**config.mk**
```make
export PLATFORM = sky130hd
export DESIGN_NAME = raif_arbiter
export DESIGN_NICKNAME = d
export VERILOG_FILES = /design/src/rtl/raif_arbiter.sv
export SDC_FILE = /design/constraint.sdc
export NUM_CORES = 1
export LEC_CHECK = 0
export CAP_MARGIN = 20
export CORE_AREA = 5 5 120 122
export DETAILED_ROUTE_END_ITERATION = 8
export DIE_AREA = 0 0 125 127
export GPL_TIMING_DRIVEN = 0
export HOLD_SLACK_MARGIN = 0.1
export PLACE_DENSITY = 0.69
export SYNTH_ARGS = -nofsm -noshare
export SYNTH_HDL_FRONTEND = slang
export SYNTH_SLANG_ARGS = --single-unit
export TNS_END_PERCENT = 1
```
**constraint.sdc**
```tcl
create_clock -name clk -period 1.1 [get_ports clk]
set_input_delay 0.22 -clock clk [delete_from_list [all_inputs] [get_ports clk]]
set_output_delay 0.22 -clock clk [all_outputs]
set_load 0.02 [all_outputs]
```
**src/rtl/raif_arbiter.sv**
```systemverilog
// raif_arbiter: independent read/write SDRAM arbiters; CHANNEL_NUM client req_/addr_/num_/data_ slices are round-robin muxed (fixed priority with RAIF_ARB_FIXED_PRIO_EN) onto one rd/wr port, and grant/finish are routed back to the owner only
module raif_arbiter #(
  parameter int APP_DATA_WIDTH = 16,
  parameter int APP_ADDR_WIDTH = 24,
  parameter int CHANNEL_NUM = 2
) (
  input  logic                                 clk,
  input  logic                                 rst,
  input  logic [CHANNEL_NUM-1:0]               rd_req_,
  input  logic [APP_ADDR_WIDTH*CHANNEL_NUM-1:0] rd_addr_,
  input  logic [10*CHANNEL_NUM-1:0]            rd_num_,
  output logic [APP_DATA_WIDTH*CHANNEL_NUM-1:0] rd_data_,
  output logic [CHANNEL_NUM-1:0]               rd_grant_,
  output logic [CHANNEL_NUM-1:0]               rd_finish_,
  input  logic [CHANNEL_NUM-1:0]               wr_req_,
  input  logic [APP_ADDR_WIDTH*CHANNEL_NUM-1:0] wr_addr_,
  input  logic [10*CHANNEL_NUM-1:0]            wr_num_,
  input  logic [APP_DATA_WIDTH*CHANNEL_NUM-1:0] wr_data_,
  output logic [CHANNEL_NUM-1:0]               wr_grant_,
  output logic [CHANNEL_NUM-1:0]               wr_finish_,
  output logic                                 rd_req,
  output logic [APP_ADDR_WIDTH-1:0]            rd_addr,
  output logic [9:0]                           rd_num,
  input  logic [APP_DATA_WIDTH-1:0]            rd_data,
  input  logic                                 rd_grant,
  input  logic                                 rd_finish,
  output logic                                 wr_req,
  output logic [APP_ADDR_WIDTH-1:0]            wr_addr,
  output logic [9:0]                           wr_num,
  output logic [APP_DATA_WIDTH-1:0]            wr_data,
  input  logic                                 wr_grant,
  input  logic                                 wr_finish
);
  typedef enum logic [1:0] {IDLE, BUSY, RELEASE} state_e;
  localparam int OW = CHANNEL_NUM > 1 ? $clog2(CHANNEL_NUM) : 1;
  function automatic logic [OW-1:0] wrap(input int v);
    return OW'(v % CHANNEL_NUM);
  endfunction
  logic [1:0][CHANNEL_NUM-1:0] req_v, grant_v, finish_v;
  logic [1:0][APP_ADDR_WIDTH*CHANNEL_NUM-1:0] addr_v;
  logic [1:0][10*CHANNEL_NUM-1:0] num_v;
  logic [1:0] dn_grant, dn_finish, dn_req;
  logic [1:0][APP_ADDR_WIDTH-1:0] dn_addr;
  logic [1:0][9:0] dn_num;
  assign req_v = {wr_req_, rd_req_};
  assign addr_v = {wr_addr_, rd_addr_};
  assign num_v = {wr_num_, rd_num_};
  assign dn_grant = {wr_grant, rd_grant};
  assign dn_finish = {wr_finish, rd_finish};
  assign {wr_req, rd_req} = dn_req;
  assign {wr_addr, rd_addr} = dn_addr;
  assign {wr_num, rd_num} = dn_num;
  assign {wr_grant_, rd_grant_} = grant_v;
  assign {wr_finish_, rd_finish_} = finish_v;
  assign rd_data_ = {CHANNEL_NUM{rd_data}};
  for (genvar d = 0; d < 2; d++) begin : g_arb
    state_e state_q, state_d;
    logic [OW-1:0] owner_q, owner_d, ptr_q, ptr_d, sel;
    logic busy, any;
    assign any = |req_v[d];
    assign busy = state_q == BUSY;
    always_comb begin
      sel = '0;
      for (int i = CHANNEL_NUM - 1; i >= 0; i--)
`ifdef RAIF_ARB_FIXED_PRIO_EN
        if (req_v[d][wrap(i)]) sel = wrap(i);
`else
        if (req_v[d][wrap(int'(ptr_q) + i)]) sel = wrap(int'(ptr_q) + i);
`endif
    end
    always_comb begin
      state_d = state_q == IDLE ? (any ? BUSY : IDLE) : state_q == BUSY ? (dn_finish[d] ? RELEASE : BUSY) : IDLE;
      owner_d = state_q == IDLE && any ? sel : owner_q;
      ptr_d = busy && dn_finish[d] ? wrap(int'(owner_q) + 1) : ptr_q;
    end
    always_ff @(posedge clk) begin
      if (rst) begin
        state_q <= IDLE;
        owner_q <= '0;
        ptr_q <= '0;
      end else begin
        state_q <= state_d;
        owner_q <= owner_d;
        ptr_q <= ptr_d;
      end
    end
    assign dn_req[d] = busy;
    assign dn_addr[d] = busy ? addr_v[d][int'(owner_q)*APP_ADDR_WIDTH +: APP_ADDR_WIDTH] : '0;
    assign dn_num[d] = busy ? num_v[d][int'(owner_q)*10 +: 10] : '0;
    assign grant_v[d] = busy && dn_grant[d] ? CHANNEL_NUM'(1) << owner_q : '0;
    assign finish_v[d] = busy && dn_finish[d] ? CHANNEL_NUM'(1) << owner_q : '0;
    if (d == 1) begin : g_wdata
      assign wr_data = busy ? wr_data_[int'(owner_q)*APP_DATA_WIDTH +: APP_DATA_WIDTH] : '0;
    end
  end
endmodule

```
==> results.yml <==
clock_network:
  clockRootBuffer: "clkbuf_16"
  hold_buffers: 0
  numClockSinks: 8
  cts_tree: "built"
  clk_latency_ns: 0.23
  cts_buffers: 3
  ctsLongestPathBuffers: 2
  clkTransAtPathRegs_ns: 0.04
  cts.htree.levels: 1
global_route:
  gr-usage-all-layers_pct: 13.7
  first_global_vias: 3275
  grt_pass1_wl_um: 17900
  grt_max_degree: 11
  overflow: 0
  antenna_found_initial: 0
synthesis:
  syn_area_per_cell_um2: 7.25
  netlist_instances: 264
  synthMuxAreaShare_pct: 44.0
  synth-adder-area-share_pct: 0
  synth_xor_area_share_pct: 0
  ys_ff_latch: 8
  yosysSeqAreaShare_pct: 8.37
  synth-simple-area-share_pct: 24.4
  synthDistinctLibCells: 21
  syn-num-nets: 458
  synth-compound-area-share_pct: 2.68
  yosys_warnings: 0
  syn_area_mm2: 0.00191
  synth_top_family_by_area: "multiplexers"
timing:
  finalClockSkew_ns: 0.000123
  rsz0062_at_grt: "true"
  min_period_ns: 1.65
  finalHoldViolCount: 0
  tightestPinTransition_ns: 0.295
  setup_tns_ns: -38.43
  drv_slew: 0
  timing.final.ws_setup_ns: -0.548
  setup_viol: 96
  max_freq_ghz: 0.607
  fin_crit_sh_pct: 150
  maxSlewHeadroom_pct: 79.8
detailed_routing:
  routedWlPerCell_um: 16.1
  drt_iter0_markers: 42
  antenna_left: 0
  routed_via_density: 4.00
  vias: 3020
  first_pass_iters: 4
  wl_um: 12200
  drc: 0
floorplan:
  num_rows: 42
  die_w_um: 125
  floorplan.initialDensity_pct: 14.6
  die_h_um: 127
  fp.coreArea_mm2: 0.0131
  ios: 320
  die-area_mm2: 0.0159
critical_path:
  cp.required_ns: 0.88
  start_kind: "flop"
  cp_common_cell: "buf_12"
  crit_fanout: 6
  r2r_cells: 2
  path_cells: "buf_12, buf_12, buf_8, mux2i_2, nor2_2, buf_6"
  crit_path_top_delay_cell: "dfxtp_2"
  crit_arrival_ns: 1.43
  criticalPathCategory: "flop to primary output"
  end_kind: "primary output"
  slowest_delay_ns: 0.35
finish:
  nNetsFinal: 775
  n_antenna_cell: 0
  utilization_pct: 44.6
  area_growth_pct: 205
  drive_gt1_share_pct: 54.1
power_and_ir_drop:
  p_leak_uw: 0.00239
  ir_drop_mv: 0.426
  powerDensity_mw_per_mm2: 683
placement:
  gp_routability_congestion: 0.905
  portBuffers: 302
  dp_slack_ns: -0.833
  dp_hpwl_um: 10200
run_status:
  violations: "negative setup slack"
  status: "finished with violations"
worst_hold_path:
  whs_path_depth: 2
  hp-class: "primary input to flop"
job:
  drv_cap: 0
## critical path: cells and delay by family (launching register included)
kind	cells	cell delay (ns)
buffers and inverters	4	0.56
DFF	1	0.35
muxes	1	0.25
and+or+nand+nor	1	0.05
## area by class of cell
| class | instances | area, um^2 |
|---|---|---|
| timing repair buffer | 312 | 2970 |
| buffer | 53 | 563 |
| sequential | 8 | 173 |
| inverter | 6 | 27.5 |
| tap | 176 | 220 |
| clock buffer | 3 | 75.1 |
| multi-input combinational | 197 | 1800 |
| fill | 1273 | 7250 |
## cell usage after synthesis
cell type  number  share of area, %
and4b_1         2               1.0
nor3_1          2              0.52
nor3b_1         2              0.78
and3_1          5               1.6
buf_2          12               3.1
dfxtp_1         8               8.4
buf_6           1              0.59
inv_1           5              0.98
mux2i_1        84                44
nor2b_1         2              0.65
or4b_1          2               1.0
buf_4          40                16
nand2b_1        2              0.65
o311a_1         1              0.52
nor2_1         87                17
o32ai_1         2              0.92
a2111oi_0       1              0.46
inv_2           1              0.20
a211oi_1        2              0.78
nand2_1         1              0.20
nand3b_1        2              0.78
## cell families after synthesis
group           Yosys count
compound gates            6
simple gates            107
buf+inv                  59
flops                     8
mux                      84
## registers in the layout (all words and copies together) (netlist names)
| register | count |
|---|---|
| g_arb.state_q | 4 |
| g_arb.ptr_q | 2 |
| g_arb.owner_q | 2 |
## cells in the final DEF (no fill, tap or decap), drive strengths merged, types with 2 or more instances in the layout
cell and n:
or4b 2, nand2b 2, dlymetal6s2s 2, mux2i 84, buf 184, a211oi 2
clkbuf 3, clkdlybuf4s15 4, o32ai 2, nor2 87, nor2b 2, nor3 2
clkdlybuf4s50 174, nor3b 2, dfxtp 8, and4b 2, nand3b 2, and3 5
inv 6
## power by group
group	internal (uW)	switching, uW
Clock	467	126
Combinational	1720	1330
Sequential	316	25.9
Total	2500	1480
## stage by stage
step	instance area (um^2)	cells	hold WS [ns]	power (uW)
after floorplan	2120	264	0.338	1630
after global placement	5360	742	0.434	3020
after detailed placement	5360	742	0.446	3050
after CTS	5610	752	0.200	3870
after global routing	5830	755	0.206	4180
final	5830	755	0.203	3980
## path summary, 6_finish.rpt
kind                       start                   to  slack (ns)
max             g_arb[1].owner_q          wr_addr[18]       -0.55
min                          rst  g_arb[0].state_q[1]        0.20
max reg2reg  g_arb[1].state_q[0]     g_arb[1].owner_q       -0.03
min reg2reg  g_arb[0].state_q[1]  g_arb[0].state_q[0]        0.45
## what timing repair did
action	in CTS	in global routing
pin swaps	1	2
cloned	3	0
gates resized for setup	555	70
hold endpoints to repair	0	0
setup endpoints to repair	128	96
buffers inserted	4	3
## layer usage
metal | track usage [%] | part of all wire (%)
met5 | 0 | 0
met2 | 26.8 | 55
met1 | 14.3 | 35
met4 | 3.13 | 2.3
met3 | 4.38 | 7.6
No activity file was read; power rests on OpenSTA's default activity.
